===== config.mk =====
export PLATFORM = sky130hd
export DESIGN_NAME = change_dispense_ctrl_flat
export DESIGN_NICKNAME = d
export VERILOG_FILES = /design/src/rtl/change_dispense_ctrl_if.sv /design/src/rtl/change_dispense_ctrl.sv /design/src/flat_wrapper.sv
export SDC_FILE = /design/constraint.sdc
export NUM_CORES = 1
export LEC_CHECK = 0
export BUFFER_PORTS_ARGS = -buffer_cell sky130_fd_sc_hd__buf_4
export CORE_MARGIN = 5
export CORE_UTILIZATION = 25
export DETAILED_ROUTE_END_ITERATION = 7
export SYNTH_ARGS = -nofsm -noshare
export SYNTH_HDL_FRONTEND = slang
export SYNTH_SLANG_ARGS = --single-unit

===== constraint.sdc =====
create_clock -name clk -period 2.95 [get_ports clk]
set_clock_uncertainty 0.1 [all_clocks]
set_input_delay 0.4425 -clock clk [delete_from_list [all_inputs] [get_ports clk]]
set_output_delay 0.4425 -clock clk [all_outputs]
set_load 0.01 [all_outputs]

===== src/rtl/change_dispense_ctrl_if.sv =====
// Bus between the vending FSM (master) and the coin-return sequencer (slave).
// Request rule: i_start is taken only while the sequencer sits in IDLE (o_busy and
// o_fault both low); a pulse at any other time is dropped, never queued.
interface change_dispense_ctrl_if;
    logic       i_start;
    logic [4:0] i_change;
    logic [2:0] i_empty;
    logic       i_coin_ok;
    logic       i_clear;
    logic [2:0] o_eject;
    logic       o_busy;
    logic       o_done;
    logic       o_fault;
    logic [4:0] o_remain;
    logic [4:0] o_dispensed;
    logic [2:0] dbg_state;

    modport master (
        output i_start, i_change, i_empty, i_coin_ok, i_clear,
        input  o_eject, o_busy, o_done, o_fault, o_remain, o_dispensed, dbg_state
    );

    modport slave (
        input  i_start, i_change, i_empty, i_coin_ok, i_clear,
        output o_eject, o_busy, o_done, o_fault, o_remain, o_dispensed, dbg_state
    );
endinterface


===== src/rtl/change_dispense_ctrl.sv =====
// Coin-return sequencer: pays out change largest coin first (10, 5, 1 jiao units),
// waits for each drop confirmation and falls back to smaller coins on empty/jammed hoppers.
module change_dispense_ctrl #(
    parameter int PULSE_W     = 2,
    parameter int ACK_TIMEOUT = 15
) (
    input  logic                  clk,
    input  logic                  reset,
    change_dispense_ctrl_if.slave bus
);

    localparam int CMAX = (PULSE_W > ACK_TIMEOUT) ? PULSE_W : ACK_TIMEOUT;
    localparam int CW   = $clog2(CMAX + 1);
    localparam logic [CW-1:0] PULSE_LAST = CW'(PULSE_W - 1);
    localparam logic [CW-1:0] ACK_LAST   = CW'(ACK_TIMEOUT - 1);

    typedef enum logic [2:0] {
        IDLE     = 3'd0,
        SELECT   = 3'd1,
        EJECT    = 3'd2,
        WAIT_ACK = 3'd3,
        DONE     = 3'd4,
        FAULT    = 3'd5
    } state_t;

    state_t        state_q, state_d;
    logic [4:0]    remain_q, remain_d;
    logic [4:0]    disp_q, disp_d;
    logic [2:0]    sel_q, sel_d;
    logic [2:0]    jam_q, jam_d;
    logic [CW-1:0] cnt_q, cnt_d;
    logic [4:0]    sel_val;

    // Face value of the latched one-hot coin selection.
    always_comb begin
        sel_val = 5'd0;
        case (sel_q)
            3'b100:  sel_val = 5'd10;
            3'b010:  sel_val = 5'd5;
            3'b001:  sel_val = 5'd1;
            default: sel_val = 5'd0;
        endcase
    end

    always_ff @(posedge clk) begin
        if (reset) begin
            state_q  <= IDLE;
            remain_q <= 5'd0;
            disp_q   <= 5'd0;
            sel_q    <= 3'b000;
            jam_q    <= 3'b000;
            cnt_q    <= '0;
        end else begin
            state_q  <= state_d;
            remain_q <= remain_d;
            disp_q   <= disp_d;
            sel_q    <= sel_d;
            jam_q    <= jam_d;
            cnt_q    <= cnt_d;
        end
    end

    always_comb begin
        state_d  = state_q;
        remain_d = remain_q;
        disp_d   = disp_q;
        sel_d    = sel_q;
        jam_d    = jam_q;
        cnt_d    = cnt_q;
        case (state_q)
            IDLE: begin
                if (bus.i_start) begin
                    remain_d = bus.i_change;
                    disp_d   = 5'd0;
                    state_d  = SELECT;
                end
            end
            SELECT: begin
                cnt_d = '0;
                if (remain_q == 5'd0) begin
                    state_d = DONE;
                end else if (remain_q >= 5'd10 && !bus.i_empty[2] && !jam_q[2]) begin
                    sel_d   = 3'b100;
                    state_d = EJECT;
                end else if (remain_q >= 5'd5 && !bus.i_empty[1] && !jam_q[1]) begin
                    sel_d   = 3'b010;
                    state_d = EJECT;
                end else if (!bus.i_empty[0] && !jam_q[0]) begin
                    sel_d   = 3'b001;
                    state_d = EJECT;
                end else begin
                    state_d = FAULT;
                end
            end
            EJECT: begin
                if (cnt_q == PULSE_LAST) begin
                    cnt_d   = '0;
                    state_d = WAIT_ACK;
                end else begin
                    cnt_d = cnt_q + CW'(1);
                end
            end
            WAIT_ACK: begin
                // An ack landing on the timeout cycle still wins over the jam.
                if (bus.i_coin_ok) begin
                    remain_d = remain_q - sel_val;
                    disp_d   = disp_q + sel_val;
                    state_d  = SELECT;
                end else if (cnt_q == ACK_LAST) begin
                    jam_d   = jam_q | sel_q;
                    state_d = SELECT;
                end else begin
                    cnt_d = cnt_q + CW'(1);
                end
            end
            DONE: begin
                state_d = IDLE;
            end
            FAULT: begin
                if (bus.i_clear) begin
                    jam_d   = 3'b000;
                    state_d = IDLE;
                end
            end
            default: begin
                state_d = IDLE;
            end
        endcase
    end

    // Outputs decode registered state only, so no input reaches them combinationally.
    assign bus.o_eject     = (state_q == EJECT) ? sel_q : 3'b000;
    assign bus.o_busy      = (state_q != IDLE) && (state_q != FAULT);
    assign bus.o_done      = (state_q == DONE);
    assign bus.o_fault     = (state_q == FAULT);
    assign bus.o_remain    = remain_q;
    assign bus.o_dispensed = disp_q;
    assign bus.dbg_state   = state_q;

endmodule

===== src/flat_wrapper.sv =====
// flat-port wrapper written by rule: the top's interface ports become plain ports
module change_dispense_ctrl_flat 
#(
    parameter int PULSE_W     = 2,
    parameter int ACK_TIMEOUT = 15
)
  (clk, reset, bus_i_start, bus_i_change, bus_i_empty, bus_i_coin_ok, bus_i_clear, bus_o_eject, bus_o_busy, bus_o_done, bus_o_fault, bus_o_remain, bus_o_dispensed, bus_dbg_state);
  change_dispense_ctrl_if bus_i ();
  input  logic clk;
  input  logic reset;
  input wire logic [$bits(bus_i.i_start)-1:0] bus_i_start;
  input wire logic [$bits(bus_i.i_change)-1:0] bus_i_change;
  input wire logic [$bits(bus_i.i_empty)-1:0] bus_i_empty;
  input wire logic [$bits(bus_i.i_coin_ok)-1:0] bus_i_coin_ok;
  input wire logic [$bits(bus_i.i_clear)-1:0] bus_i_clear;
  output wire logic [$bits(bus_i.o_eject)-1:0] bus_o_eject;
  output wire logic [$bits(bus_i.o_busy)-1:0] bus_o_busy;
  output wire logic [$bits(bus_i.o_done)-1:0] bus_o_done;
  output wire logic [$bits(bus_i.o_fault)-1:0] bus_o_fault;
  output wire logic [$bits(bus_i.o_remain)-1:0] bus_o_remain;
  output wire logic [$bits(bus_i.o_dispensed)-1:0] bus_o_dispensed;
  output wire logic [$bits(bus_i.dbg_state)-1:0] bus_dbg_state;
  assign bus_i.i_start = bus_i_start;
  assign bus_i.i_change = bus_i_change;
  assign bus_i.i_empty = bus_i_empty;
  assign bus_i.i_coin_ok = bus_i_coin_ok;
  assign bus_i.i_clear = bus_i_clear;
  assign bus_o_eject = bus_i.o_eject;
  assign bus_o_busy = bus_i.o_busy;
  assign bus_o_done = bus_i.o_done;
  assign bus_o_fault = bus_i.o_fault;
  assign bus_o_remain = bus_i.o_remain;
  assign bus_o_dispensed = bus_i.o_dispensed;
  assign bus_dbg_state = bus_i.dbg_state;
  change_dispense_ctrl #(.PULSE_W(PULSE_W), .ACK_TIMEOUT(ACK_TIMEOUT)) u_core (.clk(clk), .reset(reset), .bus(bus_i));
endmodule

# Word level (Yosys, flattened, before mapping)
# Cells that the tools add are included.
[totals]
reg_bits = 23
latchBits = 0
input_bits = 13
rom_bits = 0
mem_bits_rw = 0
output_inout_bits = 19
n_memories = 0
[op_classes]
reduce_logical = 24
bitwise = 2
order_cmp = 2
n_shift = 0
mux = 28
n_div = 0
eq_ne = 19
multipliers = 0
n_addsub = 3
[ops]
columns = ["operator", "n"]
rows = [
  ["$mux 3", 15],
  ["$pmux 4 s3", 2],
  ["$mux 5", 4],
  ["$pmux 5 s2", 2],
  ["$pmux 3 s5", 1],
  ["$mux 4", 3],
  ["$ne 2x2->1 const B", 5],
  ["$eq 3x2->1 const B", 3],
  ["$eq 3x3->1 const B", 3],
  ["$reduce_and 3->1", 3],
  ["$reduce_bool 3->1", 3],
  ["$reduce_and 4->1", 2],
  ["$eq 3x1->1 const B", 2],
  ["$logic_and 1x1->1", 6],
  ["$logic_not 1->1", 6],
  ["$pmux 3 s2", 1],
  ["$add 5x4->5", 1],
  ["$ge 5x3->1 const B", 1],
  ["$ge 5x4->1 const B", 1],
  ["$logic_not 5->1", 1],
  ["$sub 5x4->5", 1],
  ["$add 4x1->4 const B", 1],
  ["$eq 4x1->1 const B", 1],
  ["$eq 4x4->1 const B", 1],
  ["other kinds (7)", 9],
]

# Depth between registers and ports, before layout
# Gate-level depths: netlist (run 1).
[depth]
word_depth = 7
depth_mapped = 9
mapped_depth_nobuf = 9

# Least setup slack after synthesis (run 1)
# Ideal clock, no wire load.
[synth_timing]
kind = "register to register"
start = "register u_core.sel_q[1]"
end = "register u_core.remain_q[4], in the netlist u_core.bus.o_remain[4]"
path_slack_ns = 0.954
path_stages_with_launch = 10
t_arrival_ns = 1.764
cell_sequence = "dfxtp_1 xnor2_1 nor2_1 ha_1 inv_1 fa_1 a21o_1 a21oi_1 mux2i_1 a21oi_1"
[synth_between]
elab_chain_len = 5
word_cells_on_any_way = 7
[synth_rtl]
columns = ["element", "line", "source"]
rows = [
  ["from (decl)", "change_dispense_ctrl.sv:29", "logic [2:0] sel_q, sel_d;"],
  ["from (signal assigned)", "change_dispense_ctrl.sv:57", "sel_q <= sel_d;"],
  ["$eq 3x1->1, or another cell as far along", "change_dispense_ctrl.sv:37", "case (sel_q)"],
  ["$pmux 4 s3 *", "change_dispense_ctrl.sv:37", ""],
  ["$sub 5x4->5 *", "change_dispense_ctrl.sv:106", "remain_d = remain_q - sel_val;"],
  ["$mux 5 *", "change_dispense_ctrl.sv:105", "if (bus.i_coin_ok) begin"],
  ["$pmux 5 s2 *", "change_dispense_ctrl.sv:70", "case (state_q)"],
  ["to (signal assigned)", "change_dispense_ctrl.sv:55", "remain_q <= remain_d;"],
  ["to (decl)", "change_dispense_ctrl.sv:27", "logic [4:0] remain_q, remain_d;"],
]
# Mark *: on every way between the ends. The rest lies on a longest branch, timed or not. The select of a mux whose other input is x is not followed.
# A chain may end at the register's enable or synchronous reset.

# Final worst setup path (run 1)
[layout_timing]
start = "register u_core.state_q[0], in the netlist u_core.bus.dbg_state[0]"
end = "output port bus_o_fault"
[layout_between]
elab_chain_len = 1
[layout_rtl]
columns = ["element", "line", "source"]
rows = [
  ["from (decl)", "change_dispense_ctrl.sv:26", "state_t state_q, state_d;"],
  ["from (signal assigned)", "change_dispense_ctrl.sv:54", "state_q <= state_d;"],
  ["$eq 3x3->1", "change_dispense_ctrl.sv:135", "assign bus.o_fault = (state_q == FAULT);"],
  ["to (decl)", "flat_wrapper.sv:19", "output wire logic [$bits(bus_i.o_fault)-1:0] bus_o_fault;"],
]
# Every way passes these cells.

==> results.cfg, run 1 <==
[timing]
fmax_mhz = 444
finalHoldViolCount = 0
worst_pin_slew_ns = 0.656
fin_setup_tns_ns = 0
slew_violations = 0
min_period_ns = 2.25
finalSetupViolCount = 0
slew-limit-headroom_pct = 56.2
rsz0062_at_grt = false
timing.final.crit_share_pct = 76.3

[clock_network]
hold_buffers = 0
cts_sinks = 23
cts_buffers = 3
clk_pin_slew_ns = 0.08
postCtsSetupBuffers = 0
clk_latency_ns = 0.26
cts_resized = 0
cts_buffer_depth = 2
cts-htree-levels = 1
cts_tree = yes
root_buffer = clkbuf_8

[final_layout]
area_growth_pct = 20.9
drive_gt1_share_pct = 23.0
layout_common_cells = buf_4 (31), dfxtp_1 (23), nor2_1 (21)
multi_input_area_um2 = 1070
n_fill_cell = 672
fin_area_um2 = 1930
register_area_um2 = 460
final_common_cell = buf_4
fin_nets = 236
stdcell_count = 286
diodes = 0

[global_routing]
grt_pass1_vias = 1373
grt_first_pass_wirelength_um = 6820
gr-usage-all-layers_pct = 10.0
use_met2_pct = 15.9
busiest_layer = met2
met3_usage_pct = 2.67
antenna_found_initial = 0
grt_overflow = 0
grt_max_degree = 25
use_met1_pct = 13.5

[place]
io_buffers = 31
dp.cells = 282
gp_congestion = 0.834
dpl_cell_area_um2 = 1880
dpl.hpwl_um = 3030

[critical_path]
critPathMaxStageDelay_ns = 0.75
crit_buf_inv = 1
startpoint_type = flop
crit_slowest_cell = dfxtp_1
cp-end-kind = primary output
arrival_ns = 1.71
worstPathRequired_ns = 2.41
path_delay_family = flip-flops
crit_type = reg2out
crit_chain = nor2b_1, and2_1, buf_4
cp_max_fo = 18

[yosys]
synth_fp_nets = 208
synth_edf_count = 0
ys_warn_count = 0
yosysSeqAreaShare_pct = 28.9
ys_types = 52
syn_inst = 182
synthFlopType = dfxtp_1
synthArstFlopShare_pct = 0
ys_ff_latch = 23
avgSynthCellArea_um2 = 8.77
synth_area_um2 = 1600

[pwr]
p_leak_nw = 0.801
powerDensity_nw_per_um2 = 584
ir_drop_mv = 0.234

[route]
vias = 1401
dr.pass1.iters = 4
drtIter0Drc = 61
drt_wl_total_um = 3970
drc_errors = 0
final_antenna_net_count = 0
routedWlPerCell_um = 13.9
vias_per_cell = 4.90

[floorplanning]
coreArea_um2 = 6280
dieArea_um2 = 8080
die_h_um = 89.9
ios = 32
rows = 29
die_x_um = 89.9
start_util_pct = 25.4

[job]
maxCapViolations = 0

[outcome]
outcome = complete, no violations

[hold_path]
hold_path.class = in2reg
logic make-up after synthesis:
kind of cell | after synthesis | share of synthesized area [%]
buffers and inverters | 15 | 4.23
multiplexers | 5 | 3.45
AND/OR/NAND/NOR | 75 | 28.5
AO/OA/AOI/OAI | 45 | 20.5
flip-flops | 23 | 28.9
adder cells (fa/ha/maj) | 13 | 11.1
XOR/XNOR | 6 | 3.29
worst reg2reg max path, delay by kind of cell, from the launching register on:
family	cells	cell delay, ns
AO/OA/AOI/OAI	3	0.45
XOR/XNOR	1	0.10
adder cells (fa/ha/maj)	2	0.59
buffers and inverters	1	0.06
flip-flops	1	0.44
multiplexers	1	0.20
AND/OR/NAND/NOR	1	0.15
Yosys cell counts (2+ instances only):
cell type,n,share of area (%)
ha_1,11,8.6
nor3b_1,5,2.4
or3_1,7,2.7
clkbuf_1,2,0.47
dfxtp_1,23,29
xnor2_1,4,2.2
buf_2,3,0.94
a21o_1,4,1.9
fa_1,2,2.5
a22oi_1,6,2.8
a211oi_2,2,1.6
a31oi_1,4,1.6
nor2b_1,3,1.2
o21a_1,2,0.94
o21ai_0,4,1.3
xor2_1,2,1.1
nand2b_1,7,2.7
mux2i_1,4,2.5
nor3_1,3,0.94
and2_1,4,1.6
inv_1,7,1.6
nand3_1,2,0.63
nand2_1,4,0.94
o31ai_1,2,0.94
nor2_1,21,4.9
nand3b_1,3,1.4
or2_2,2,0.78
a211oi_1,3,1.4
a21oi_1,11,3.5
buf_4,2,0.94
a221oi_1,2,1.1
per-stage QoR:
stage / util [%] / setup WS (ns) / power, mW / hold slack (ns)
after detailed placement: 30.0 / 0.773 / 0.941 / 0.367
after global placement: 30.0 / 0.838 / 0.934 / 0.367
after CTS: 30.7 / 0.675 / 1.14 / 0.318
after global routing: 30.7 / 0.561 / 1.22 / 0.347
after floorplan: - / 0.954 / 0.794 / 0.337
final: 30.7 / 0.698 / 1.13 / 0.329
sequential cells by signal, indices dropped and copies added (netlist names):
signal,cells
u_core.jam_q,3
u_core.bus.o_remain,5
u_core.bus.o_dispensed,5
u_core.sel_q,3
u_core.cnt_q,4
u_core.bus.dbg_state,3
worst paths after layout:
check                                             start                      to  slack [ns]  cells after the start
worst max-delay path            u_core.bus.dbg_state[0]             bus_o_fault        0.70                      3
worst max register to register          u_core.sel_q[0]  u_core.bus.o_remain[4]        0.76                      9
worst min-delay path                    bus_i_change[0]  u_core.bus.o_remain[0]        0.33                      3
worst min register to register          u_core.jam_q[0]         u_core.jam_q[0]        0.38                      2
where the power goes:
group	internal [mW]	switching (mW)
sequential	0.347	0.0976
clock	0.0963	0.0997
combinational	0.240	0.247
total	0.683	0.444
layout make-up:
| cell class | instances | share of cell area (%) |
|---|---|---|
| Sequential cell | 23 | 23.9 |
| Timing Repair Buffer | 31 | 12.1 |
| Clock buffer | 4 | 2.34 |
| Tap cell | 77 | 5.00 |
| Inverter | 7 | 1.36 |
| Multi-Input combinational cell | 144 | 55.4 |
layer usage:
metal / share of wire (%) / up-vias / wire, um
met4: 0.53 / 0 / 21
li1: - / 714 / -
met2: 46 / 35 / 1840
met3: 4.4 / 4 / 174
met1: 49 / 648 / 1940
met5: 0 / - / 0
Power figures use the tool's default switching activity.
==> run 2: changes to the inputs <==
--- a/config.mk
+++ b/config.mk
@@ -5,6 +5,7 @@
 export SDC_FILE = /design/constraint.sdc
 export NUM_CORES = 1
 export LEC_CHECK = 0
+export ABC_AREA = 1
 export BUFFER_PORTS_ARGS = -buffer_cell sky130_fd_sc_hd__buf_4
 export CORE_MARGIN = 5
 export CORE_UTILIZATION = 25
==> constraint.sdc (replaced) <==
create_clock -name clk -period 2 [get_ports clk]
set_clock_uncertainty 0.1 [all_clocks]
set_input_delay 0.3 -clock clk [delete_from_list [all_inputs] [get_ports clk]]
set_output_delay 0.3 -clock clk [all_outputs]
set_load 0.01 [all_outputs]
==> run 2 against run 1 <==
Effect of this change:
- largest cell class unchanged
- combinational power is 140% higher
- worst setup slack worse by 0.57 ns
- clock power is 54% higher
- count of clock-buffer cells in the layout stayed put
- largest power group unchanged
==> results.cfg, run 2 <==
[place]
dpl_cell_area_um2 = 1900
dp.cells = 336
io_buffers = 31
gp_congestion = 0.790
dpl.hpwl_um = 3110
place_ws_ns = 0.0233

[timing]
fmax_mhz = 534
slew_violations = 0
finalSetupViolCount = 0
fin_setup_tns_ns = 0
worst_pin_slew_ns = 0.388
finalHoldViolCount = 0
rsz0062_at_grt = true
timing.final.crit_share_pct = 93.6
setup_ws_ns = 0.127
whs_ns = 0.187
slew-limit-headroom_pct = 73.9
min_period_ns = 1.87

[yosys]
ys_ff_latch = 23
synth_top_area_share_pct = 29.4
synth_area_um2 = 1570
synth_fp_nets = 256
syn_inst = 230
synthArstFlopShare_pct = 0
synth_top_area_cell = dfxtp_1
synthFlopType = dfxtp_1
synth_most_common_cell = nand2_1
yosysSeqAreaShare_pct = 29.4
ys_types = 33
synth_area_leaders = dfxtp_1 (29%), nand2_1 (15%), ha_1 (8.8%)
avgSynthCellArea_um2 = 6.82
synth_edf_count = 0
synth_top_cells_by_count = nand2_1 (63), inv_1 (30), nor2_1 (25), dfxtp_1 (23), a21oi_1 (21)
ys_warn_count = 0

[route]
vias = 1484
drc_errors = 0
vias_per_cell = 4.36
drt_wl_total_um = 3910
routedWlPerCell_um = 11.5
dr.pass1.iters = 4
drtIter0Drc = 106
final_antenna_net_count = 0

[global_routing]
grt_first_pass_wirelength_um = 6400
grt_overflow = 0
gr-usage-all-layers_pct = 10.2
grt_pass1_vias = 1425
grt_max_degree = 13
antenna_found_initial = 0

[final_layout]
final_common_cell = nand2_1
drive_gt1_share_pct = 24.5
n_fill_cell = 687
diodes = 0
final_util_pct = 32.6
layout_common_cells = nand2_1 (63), buf_4 (32), inv_1 (30)
fin_area_um2 = 1960
stdcell_count = 340
fin_nets = 292
area_growth_pct = 25.2

[critical_path]
crit_slowest_cell = fa_2
worstPathRequired_ns = 2.10
critPathMaxStageDelay_ns = 0.35
startpoint_type = flop
cp_max_fo = 4
arrival_ns = 1.97
crit_chain = inv_1, nand2_1, a21oi_2, ha_1, inv_1, fa_2, nand3_1, nand2_1, nand2_1, nand3_1, a31oi_1
r2r_cells = 11
cp_common_cell = nand2_1
cp-end-kind = flop
crit_type = reg2reg

[floorplanning]
dieArea_um2 = 7950
ios = 32
die_x_um = 89.2
start_util_pct = 26.0
die_h_um = 89.2
coreArea_um2 = 6030
rows = 28

[hold_path]
hold_path.class = in2reg
hold-path-cell-count = 2

[clock_network]
cts_sinks = 23
clk_pin_slew_ns = 0.09
cts_buffers = 3
hold_buffers = 0
cts_tree = yes
root_buffer = clkbuf_8
cts_buffer_depth = 2
cts-htree-levels = 1
clk_latency_ns = 0.26

[pwr]
combinationalPowerShare_pct = 55.1
netSwitchingFraction_pct = 46.7
total_power_mw = 2.15
power.internal_mw = 1.15
powerDensity_nw_per_um2 = 1100
ir_drop_mv = 0.321
p_leak_nw = 0.938
switchingPower_mw = 1.01
seq_power_share_pct = 30.9
clockPowerShare_pct = 14.0

[outcome]
outcome = complete, no violations

[job]
maxCapViolations = 0
## run 2: power by group through the flow
stage	sequential, mW	clock (mW)	combinational (mW)
floorplan	0.666	0	0.845
global route	0.683	0.340	1.37
CTS	0.656	0.319	1.19
finish	0.666	0.301	1.19
global placement	0.666	0	1.16
detailed placement	0.667	0	1.18
## run 2: cells by family after synthesis
kind of cell / count (synthesis) / synth area share (%)
compound gates: 30 / 10.8
buf+inv: 37 / 9.58
fa+ha+maj: 13 / 11.3
flops: 23 / 29.4
simple gates: 125 / 37.8
xor+xnor: 2 / 1.12
## run 2: timing repair
item,in CTS,in global routing
setup endpoints to repair,0,9
resized for setup,0,6
setup buffers,0,0
## run 2: area by class of cell
type                            instances  area [um^2]  share of cell area, %
Tap cell                               75         93.8                   4.78
Inverter                               36          146                   7.46
Multi-Input combinational cell        170          975                   49.6
Clock buffer                            4         45.0                   2.29
Sequential cell                        23          463                   23.6
Timing Repair Buffer                   32          240                   12.2
## run 2: final timing paths
path,end,start,slack [ns]
max reg2reg,u_core.bus.o_remain[4],u_core.sel_q[0],0.13
min,u_core.bus.o_remain[3],reset,0.19
min reg2reg,u_core.jam_q[0],u_core.jam_q[0],0.35
max,u_core.bus.o_remain[4],u_core.sel_q[0],0.13
## run 2: layer usage
| metal | up-vias | routed length, um | GRT usage [%] |
|---|---|---|---|
| met3 | 2 | 168 | 2.03 |
| met2 | 24 | 1840 | 16.9 |
| met5 | - | 0 | 0 |
| met4 | 0 | 23 | 2.44 |
| met1 | 660 | 1870 | 13.5 |
| li1 | 798 | - | - |
## run 2: worst max-delay path: cells and delay by family (launching register included)
kind                     cells  cell delay [ns]
AO/OA/AOI/OAI                2             0.34
adder cells (fa/ha/maj)      2             0.51
buffers and inverters        2             0.14
flip-flops                   1             0.34
AND/OR/NAND/NOR              5             0.38
